$ cat config.mk
export PLATFORM = sky130hd
export DESIGN_NAME = ccc_reconfig_ctrl
export DESIGN_NICKNAME = d
export VERILOG_FILES = /design/src/rtl/ccc_reconfig_ctrl.sv
export SDC_FILE = /design/constraint.sdc
export NUM_CORES = 1
export LEC_CHECK = 0
export CORE_UTILIZATION = 45
export DETAILED_ROUTE_END_ITERATION = 16
export MAX_ROUTING_LAYER = met4
export PLACE_DENSITY = 0.76
export SYNTH_ARGS = -nofsm -noshare
export SYNTH_HDL_FRONTEND = slang
export SYNTH_SLANG_ARGS = --single-unit
export TNS_END_PERCENT = 100
$ cat constraint.sdc
create_clock -name PCLK -period 1.85 [get_ports PCLK]
set_input_delay 0.4625 -clock PCLK [delete_from_list [all_inputs] [get_ports PCLK]]
set_output_delay 0.4625 -clock PCLK [all_outputs]
set_load 0.005 [all_outputs]
$ cat src/rtl/ccc_reconfig_ctrl.sv
// CCC reconfiguration sequencer: holds the PLL in reset, streams table bytes over APB, then waits for lock.
// Optional APB readback-verify of every written byte is enabled by defining CCC_RECONFIG_READBACK_EN.
module ccc_reconfig_ctrl #(
  parameter int NUM_BYTES    = 27,
  parameter int LOCK_TIMEOUT = 4095,
  parameter int LOCK_STABLE  = 16
) (
  input  logic       PCLK,
  input  logic       PRESET,
  input  logic       START,
  output logic [5:0] TBL_IDX,
  input  logic [7:0] TBL_DATA,
  output logic       PSEL,
  output logic       PENABLE,
  output logic       PWRITE,
  output logic [5:0] PADDR,
  output logic [7:0] PWDATA,
  input  logic [7:0] PRDATA,
  input  logic       CCC_BUSY,
  output logic       PLL_ARST_N,
  input  logic       LOCK,
  output logic       BUSY,
  output logic       DONE,
  output logic [1:0] STATUS
);

  localparam int TW = $clog2(LOCK_TIMEOUT + 1);
  localparam int SW = $clog2(LOCK_STABLE + 1);
  localparam logic [TW-1:0] TMO_MAX  = TW'(LOCK_TIMEOUT);
  localparam logic [SW-1:0] STB_MAX  = SW'(LOCK_STABLE);
  localparam logic [5:0]    LAST_IDX = 6'(NUM_BYTES - 1);

`ifdef CCC_RECONFIG_READBACK_EN
  typedef enum logic [3:0] {
    ST_IDLE, ST_PLL_RST, ST_SETUP, ST_ACCESS, ST_RSETUP, ST_RACCESS,
    ST_RELEASE, ST_WAIT_LOCK, ST_FINISH
  } state_t;
`else
  typedef enum logic [2:0] {
    ST_IDLE, ST_PLL_RST, ST_SETUP, ST_ACCESS,
    ST_RELEASE, ST_WAIT_LOCK, ST_FINISH
  } state_t;
`endif

  state_t        r_state;
  state_t        w_state_next;
  logic [5:0]    r_idx;
  logic [5:0]    w_idx_next;
  logic [7:0]    r_wdata;
  logic [7:0]    w_wdata_next;
  logic [1:0]    r_status;
  logic [1:0]    w_status_next;
  logic [TW-1:0] r_tmo;
  logic [TW-1:0] w_tmo_next;
  logic [TW-1:0] w_tmo_inc;
  logic [SW-1:0] r_stable;
  logic [SW-1:0] w_stable_next;
  logic [SW-1:0] w_stable_inc;

`ifndef CCC_RECONFIG_READBACK_EN
  logic w_unused;
  assign w_unused = ^PRDATA;
`endif

  // Both counters saturate at their parameter value instead of wrapping.
  assign w_tmo_inc    = (r_tmo == TMO_MAX)    ? r_tmo    : r_tmo + TW'(1);
  assign w_stable_inc = (r_stable == STB_MAX) ? r_stable : r_stable + SW'(1);

  assign TBL_IDX = r_idx;
  assign PADDR   = r_idx;
  assign STATUS  = r_status;

  always_ff @(posedge PCLK) begin
    if (PRESET) begin
      r_state  <= ST_IDLE;
      r_idx    <= '0;
      r_wdata  <= '0;
      r_status <= 2'b00;
      r_tmo    <= '0;
      r_stable <= '0;
    end else begin
      r_state  <= w_state_next;
      r_idx    <= w_idx_next;
      r_wdata  <= w_wdata_next;
      r_status <= w_status_next;
      r_tmo    <= w_tmo_next;
      r_stable <= w_stable_next;
    end
  end

  always_comb begin
    w_state_next  = r_state;
    w_idx_next    = r_idx;
    w_wdata_next  = r_wdata;
    w_status_next = r_status;
    w_tmo_next    = r_tmo;
    w_stable_next = r_stable;
    PSEL          = 1'b0;
    PENABLE       = 1'b0;
    PWRITE        = 1'b0;
    PWDATA        = 8'h00;
    PLL_ARST_N    = 1'b1;
    BUSY          = 1'b1;
    DONE          = 1'b0;

    case (r_state)
      ST_IDLE: begin
        BUSY = 1'b0;
        if (START) begin
          w_state_next  = ST_PLL_RST;
          w_status_next = 2'b00;
          w_idx_next    = '0;
        end
      end
      ST_PLL_RST: begin
        PLL_ARST_N   = 1'b0;
        w_state_next = ST_SETUP;
      end
      ST_SETUP: begin
        PLL_ARST_N   = 1'b0;
        PSEL         = 1'b1;
        PWRITE       = 1'b1;
        PWDATA       = TBL_DATA;
        w_wdata_next = TBL_DATA;
        w_state_next = ST_ACCESS;
      end
      // Captured byte keeps PWDATA stable however long CCC_BUSY stretches the access.
      ST_ACCESS: begin
        PLL_ARST_N = 1'b0;
        PSEL       = 1'b1;
        PENABLE    = 1'b1;
        PWRITE     = 1'b1;
        PWDATA     = r_wdata;
        if (!CCC_BUSY) begin
`ifdef CCC_RECONFIG_READBACK_EN
          w_state_next = ST_RSETUP;
`else
          if (r_idx != LAST_IDX) begin
            w_idx_next   = r_idx + 6'd1;
            w_state_next = ST_SETUP;
          end else begin
            w_state_next = ST_RELEASE;
          end
`endif
        end
      end
`ifdef CCC_RECONFIG_READBACK_EN
      ST_RSETUP: begin
        PLL_ARST_N   = 1'b0;
        PSEL         = 1'b1;
        PWDATA       = r_wdata;
        w_state_next = ST_RACCESS;
      end
      ST_RACCESS: begin
        PLL_ARST_N = 1'b0;
        PSEL       = 1'b1;
        PENABLE    = 1'b1;
        PWDATA     = r_wdata;
        if (!CCC_BUSY) begin
          if (PRDATA != r_wdata) begin
            w_status_next = 2'b10;
            w_state_next  = ST_RELEASE;
          end else if (r_idx != LAST_IDX) begin
            w_idx_next   = r_idx + 6'd1;
            w_state_next = ST_SETUP;
          end else begin
            w_state_next = ST_RELEASE;
          end
        end
      end
`endif
      ST_RELEASE: begin
        w_tmo_next    = '0;
        w_stable_next = '0;
        w_state_next  = ST_WAIT_LOCK;
      end
      // Lock is tested first so it wins a tie with the timeout; a recorded mismatch is kept.
      ST_WAIT_LOCK: begin
        w_tmo_next    = w_tmo_inc;
        w_stable_next = LOCK ? w_stable_inc : '0;
        if (LOCK && (w_stable_inc == STB_MAX)) begin
          w_state_next = ST_FINISH;
        end else if (w_tmo_inc == TMO_MAX) begin
          w_state_next = ST_FINISH;
          if (r_status == 2'b00) begin
            w_status_next = 2'b01;
          end
        end
      end
      ST_FINISH: begin
        DONE         = 1'b1;
        w_state_next = ST_IDLE;
      end
      default: begin
        w_state_next = ST_IDLE;
      end
    endcase
  end

endmodule

-- Word-level counts from Yosys, hierarchy flattened
Cells that the tools add are included.
Widths: inputs -> output; s select.
- register bits: 36
- input bits: 21
- equal/unequal tests: 18
- multiplexer cells: 26
- $add $sub $neg: 3
- reductions and logical operators: 11
- operators with widths (operator ; count):
    $eq 12x12->1 const B ; 2
    $pmux 12 s2 ; 1
    $mux 6 ; 3
    $pmux 3 s6 ; 1
    $pmux 8 s2 ; 1
    $mux 3 ; 5
    $add 12x1->12 const B ; 1
    $mux 12 ; 1
    $ne 2x2->1 const B ; 6
    $pmux 6 s2 ; 1
    $eq 5x5->1 const B ; 2
    $mux 5 ; 2
    $pmux 5 s2 ; 1
    $eq 3x3->1 const B ; 3
    $mux 2 ; 4
    $add 6x1->6 const B ; 1
    $eq 3x2->1 const B ; 2
    $ne 6x5->1 const B ; 1
    $reduce_bool 2->1 ; 3
    $add 5x1->5 const B ; 1
    $mux 1 ; 5
    $reduce_and 5->1 ; 1
    $pmux 2 s2 ; 1
    $reduce_and 4->1 ; 1
    other kinds (8) ; 8

-- Longest topological paths before layout
Gate-level depths: netlist of the first run.
- depth in word-level cells: 6
- gate-level depth with buffers: 8

-- Worst setup path before layout of the first run
OpenSTA, ideal clock, no wires.
- path type: reg-to-reg
- from: register r_tmo[0]
- to: register r_tmo[3]
- path slack: -0.050 ns
- stages on the path, launching flop included: 8
- arrival time: 1.841 ns
- data required time: 1.791 ns
- cell sequence: dfxtp_1 > ha_1 > clkbuf_2 > nand4_1 > or4_4 > buf_6 > a31oi_1 > o221a_2
- word-level cells in the longest chain between the ends: 3
- elaborated cells between the ends (all ways): 4
- RTL lines (item ; line ; source):
    start: declaration ; 53 ; logic [TW-1:0] r_tmo;
    start signal: assignment ; 86 ; r_tmo <= w_tmo_next;
    $add 12x1->12 / $eq 12x12->1 (equally long branches) ; 66 ; assign w_tmo_inc = (r_tmo == TMO_MAX) ? r_tmo : r_tmo + TW'(1);
    $mux 12 (*) ; 66 ;
    $pmux 12 s2 (*) ; 106 ; case (r_state)
Mark *: on every way between the ends. The rest lies on a longest branch, timed or not.
A chain may end at the register's enable or synchronous reset.

-- Worst setup path in the final report of the first run
- from: register r_tmo[0]
- to: register r_tmo[11]
Same word-level chain as after synthesis.

==> flow_metrics.py, run 1 <==
metrics = {
    "run_status": {
        "status": "finished with violations",
        "violations": "negative setup slack",
    },
    "worst_setup_path": {
        "crit_type": "flip-flop to flip-flop",
        "crit_required_ps": 2050,
        "crit_path_start_kind": "flip-flop",
        "ff2ff_setup_slack_ps": -1,
        "worst-path-max-fanout": 7,
        "worstSetupEndpointType": "flip-flop",
        "arrival_ps": 2050,
    },
    "layout": {
        "nNetsFinal": 373,
        "final_util_pct": 68.3,
        "regArea_um2": 712,
        "fill_cells": 372,
        "multi_input_area_um2": 1350,
        "mostFrequentLayoutCells": "42 x buf_4, 30 x a21oi_1, 28 x dfxtp_1, 28 x nor2_1, 24 x clkdlybuf4s50_1",
        "instances_no_fill": 400,
        "drive_above_1_share_pct": 25.3,
        "diodes": 0,
        "syn_to_final_growth_pct": 42.1,
        "final_common_cell": "buf_4",
        "final_cell_area_um2": 3030,
    },
    "place": {
        "io_buffers": 39,
        "hpwl_um": 3850,
        "place_congestion": 0.899,
        "place_area_um2": 2780,
        "post-place-cells": 382,
    },
    "detailed_routing": {
        "vias_per_cell": 5.73,
        "drt_pass1_iterations": 6,
        "remaining_drc_errors": 0,
        "wl_um": 5590,
        "wl_per_cell_um": 14.0,
        "drtAntennaViolNets": 0,
        "drt_iter0_drc": 175,
        "num_vias": 2290,
    },
    "sta": {
        "setup_viol": 1,
        "fin_ws_ps": -1.20,
        "drv_slew": 0,
        "hold_violations": 0,
        "rsz0062_at_grt": "true",
        "whs_ps": 478,
        "fmax_mhz": 540,
        "period_needed_ps": 1850,
        "fin_skew_ps": 1.98,
        "finalCritPeriodShare_pct": 100,
    },
    "die": {
        "core_um2": 4440,
        "fp.dieArea_um2": 5020,
        "initial_core_util_pct": 48.0,
        "ios": 49,
        "die-width_um": 70.9,
        "fp.dieH_um": 70.9,
        "rows": 24,
    },
    "grt": {
        "grt_antenna_before_repair": 0,
        "grt_usage_pct": 23.4,
        "grt_overflow": 0,
        "grt_pass1_wl_um": 9050,
        "grt_pass1_vias": 2093,
        "grt_max_degree": 22,
    },
    "clocking": {
        "clk_path_buf_depth": 2,
        "cts_tree": "done",
        "ctsHtreeMaxLevel": 2,
        "insertion_delay_ps": 290,
        "cts_sinks": 35,
        "cts.clk_slew.worst_paths_ps": 70,
        "cts_inserted_buffers": 5,
        "clockRootBuffer": "clkbuf_8",
        "hold_buffers": 0,
    },
    "synthesis": {
        "syn_inst": 275,
        "ys_seq_area_share_pct": 32.8,
        "synth_nets": 301,
        "synth_area_leaders": "dfxtp_1 33%, a21oi_1 7.3%, nor2_1 5.1%",
        "synth_ff_type": "dfxtp_1",
        "ys_types": 60,
        "yosys.area.top_type": "dfxtp_1",
        "yosysTopAreaCellShare_pct": 32.8,
        "netlist_area_um2": 2130,
        "yosysWarnings": 0,
        "async_flop_share_pct": 0,
        "synth_edf_count": 0,
        "ys_ff_latch": 35,
        "avgSynthCellArea_um2": 7.76,
    },
    "power": {
        "power.density_nw_per_um2": 548,
        "leakage_nw": 1.18,
        "p_total_w": 0.00166,
        "peakVddDrop_mv": 0.495,
    },
    "job": {
        "drv_cap": 0,
    },
    "worst_hold_path": {
        "hold_class": "flip-flop to flip-flop",
    },
}
## stage by stage
step | setup slack, ps | TNS [ps]
floorplan | 5.76 | 0
global placement | -227 | -1780
detailed placement | -257 | -1860
CTS | 6.09 | 0
global route | -96.3 | -183
finish | -1.20 | -1.20
## path summary, 6_finish.rpt
kind | from | to | depth (start not counted)
max | r_tmo[0] | r_tmo[11] | 7
min | r_wdata[4] | r_wdata[4] | 2
max reg2reg | r_tmo[0] | r_tmo[11] | 7
min reg2reg | r_wdata[4] | r_wdata[4] | 2
## synthesized netlist by cell type (4+ instances only)
cell and number:
and3_1 4, nor2_1 29, buf_4 8, clkbuf_1 7, ha_1 5, dfxtp_1 35, a31oi_1 5, mux2i_1 8
inv_1 13, nand3_1 12, and2_1 5, nor3_1 9, a21oi_1 31, o21ai_0 16, nand2_1 24, nand4_1 4
## power breakdown
group	internal (W)	leakage (nW)	total [W]	switching [W]
sequential	0.000773	0.287	0.000785	0.0000127
combinational	0.000179	0.854	0.000334	0.000156
clock	0.000264	0.0422	0.000543	0.000279
## state kept, by name (all words and copies together), names as in the netlist
register,count
r_tmo,12
r_wdata,8
PADDR,6
r_stable,5
r_state,3
STATUS,1
## critical path, cell delays in order, from the launching register on
cell      delay [ps]
dfxtp_2          350
ha_4             140
nand4_1          110
buf_4            190
or4_4            570
nand2_2           90
o21ai_2           60
a221oi_2         240
## routing by layer
metal  vias up  part of all wire [%]  wire length (um)  track usage (%)
li1       1135                     -                 -                -
met1      1084                    45              2500             27.1
met2        66                    50              2790             39.1
met3         5                   4.7               260             6.41
met4         0                  0.73                41             7.56
met5         -                     0                 0                -
## cells by family (layout without fill, tap and decap cells)
family	count (synthesis)	after routing	share of synthesized area (%)
compound gates	80	80	23.8
xor+xnor	4	4	1.64
fa+ha+maj	5	5	2.93
buf+inv	35	107	8.15
flops	35	35	32.8
mux	10	10	4.81
other cells	1	1	0.176
simple gates	105	106	25.7
## area by class of cell
type,instances,share of cell area [%]
inverters,13,1.61
well taps,52,2.14
clock inverters,1,0.165
multi-input cells,206,44.6
flip-flops and latches,35,23.5
repair buffers,86,25.5
clock buffers,7,2.52
## repair_timing
item                                    CTS  global route
pin swaps                                 6            13
cloned                                    1             1
hold endpoints to repair                  0             0
resized for setup                        26            17
endpoints found under the setup margin   16            19
buffers inserted                          5             3
(Power assumes the default switching activity.)
==> run 2: changes to the inputs <==
Settings changed: CORE_UTILIZATION 45 to 40, PLACE_DENSITY 0.76 to 0.69.
==> flow_metrics.py, run 2 (same netlist as run 1, synthesis figures left out) <==
metrics = {
    "die": {
        "fp.dieArea_um2": 5630,
        "initial_core_util_pct": 41.8,
        "die-width_um": 75.1,
        "fp.dieH_um": 75.1,
        "rows": 26,
        "ios": 49,
        "core_um2": 5110,
    },
    "detailed_routing": {
        "wl_um": 5640,
        "remaining_drc_errors": 0,
        "num_vias": 2238,
        "drtAntennaViolNets": 0,
        "drt_pass1_iterations": 5,
        "wl_per_cell_um": 13.7,
        "drt_iter0_drc": 152,
        "vias_per_cell": 5.46,
    },
    "sta": {
        "tns_ps": 0,
        "hold_violations": 0,
        "drv_slew": 0,
        "fin_skew_ps": 4.75,
        "fmax_mhz": 554,
        "setup_viol": 0,
        "finalCritPeriodShare_pct": 97.6,
        "slew_headroom_pct": 64.5,
        "period_needed_ps": 1810,
        "tightestPinTransition_ps": 530,
    },
    "power": {
        "leakage_nw": 1.11,
        "p_total_w": 0.00165,
        "p_sw_w": 0.000449,
        "clkPwrFrac_pct": 32.8,
        "power.density_nw_per_um2": 557,
        "pwr-share-comb_pct": 19.3,
        "swShare_pct": 27.2,
        "peakVddDrop_mv": 0.465,
        "seqPwrFrac_pct": 47.9,
        "p_int_w": 0.00120,
    },
    "place": {
        "io_buffers": 39,
        "hpwl_um": 3810,
        "place_congestion": 0.860,
    },
    "grt": {
        "grt_antenna_before_repair": 0,
        "grt_usage_pct": 20.5,
        "grt_overflow": 0,
        "grt_max_degree": 23,
        "grt_pass1_vias": 1956,
        "grt_pass1_wl_um": 8650,
    },
    "clocking": {
        "insertion_delay_ps": 290,
        "cts_inserted_buffers": 5,
        "cts_sinks": 35,
        "cts.clk_slew.worst_paths_ps": 70,
        "ctsHtreeMaxLevel": 2,
        "cts_tree": "done",
        "clockRootBuffer": "clkbuf_8",
        "clk_path_buf_depth": 2,
        "hold_buffers": 0,
    },
    "layout": {
        "diodes": 0,
        "final_common_cell": "buf_4",
        "mostFrequentLayoutCells": "36 x buf_4, 30 x a21oi_1, 27 x dfxtp_1, 27 x nor2_1, 25 x clkdlybuf4s50_1",
        "syn_to_final_growth_pct": 39.1,
        "drive_above_1_share_pct": 25.9,
        "fill_cells": 475,
        "nNetsFinal": 365,
        "top_register": "r_tmo",
        "largest_reg_flops": 12,
    },
    "worst_setup_path": {
        "cp_cell_sequence": "inv_4 > nand2_4 > buf_6 > buf_4 > nor2_1 > clkdlybuf4s15_1",
        "crit_required_ps": 1390,
        "slowest_delay_ps": 370,
        "worst-path-max-fanout": 7,
        "crit_type": "flip-flop to output pin",
        "worstSetupEndpointType": "output pin",
        "reg2regPathDepth": 7,
        "crit_path_start_kind": "flip-flop",
        "slowest_stage": "dfxtp_4",
        "arrival_ps": 1340,
    },
    "job": {
        "drv_cap": 0,
    },
    "worst_hold_path": {
        "hold_class": "flip-flop to flip-flop",
        "hold_path_depth": 2,
    },
    "run_status": {
        "status": "complete, no violations",
    },
}
[run 2: per-layer routing]
| layer | track usage [%] | vias to the layer above | part of all wire, % |
|---|---|---|---|
| met2 | 32.4 | 69 | 48 |
| met4 | 8.60 | 0 | 1.8 |
| met5 | - | - | 0 |
| li1 | - | 1116 | - |
| met3 | 3.21 | 13 | 4.6 |
| met1 | 25.9 | 1040 | 46 |
[run 2: critical path, delay by kind of cell, from the launching register on]
| family | cells | cell delay [ps] |
|---|---|---|
| buffers and inverters | 4 | 530 |
| and+or+nand+nor | 2 | 150 |
| DFF | 1 | 370 |
[run 2: layout make-up]
class / instances / area, um^2 / area share, %
Clock buffer: 7 / 76.3 / 2.57
Inverter: 13 / 51.3 / 1.73
Tap cell: 70 / 87.6 / 2.95
Sequential cell: 35 / 718 / 24.2
Multi-Input combinational cell: 205 / 1340 / 45.0
Timing Repair Buffer: 79 / 696 / 23.4
Clock inverter: 1 / 5.00 / 0.169
[run 2: final timing paths]
path,from,endpoint,slack (ps)
worst max-delay path,r_state[2],PWDATA[3],40
worst min-delay path,r_wdata[2],r_wdata[2],480
worst max register to register,r_stable[1],r_state[0],70
worst min register to register,r_wdata[2],r_wdata[2],480
[run 2: metrics by stage]
step                      setup slack, ps  utilization, %  hold WS, ps  instances  cell area, um^2
after global placement               -224            54.3          461        398             2770
after detailed placement             -209            54.3          469        398             2770
after global routing                -9.16            58.1          497        410             2970
after floorplan                      5.76               -          453        275             2140
final                                43.6            58.1          477        410             2970
after CTS                           -80.8            56.6          479        409             2890
[run 2: timing repair]
item,in CTS,in global routing
pin swaps,1,5
endpoints found under the setup margin,15,19
buffers inserted,3,0
resized for setup,30,28
cloned,0,1
[run 2: power groups by stage]
stage | clock [W] | sequential, W | combinational, W
after detailed placement | 0 | 0.000804 | 0.000299
after global routing | 0.000590 | 0.000793 | 0.000351
after CTS | 0.000559 | 0.000787 | 0.000302
after floorplan | 0 | 0.000799 | 0.000154
after global placement | 0 | 0.000803 | 0.000297
final | 0.000541 | 0.000792 | 0.000320
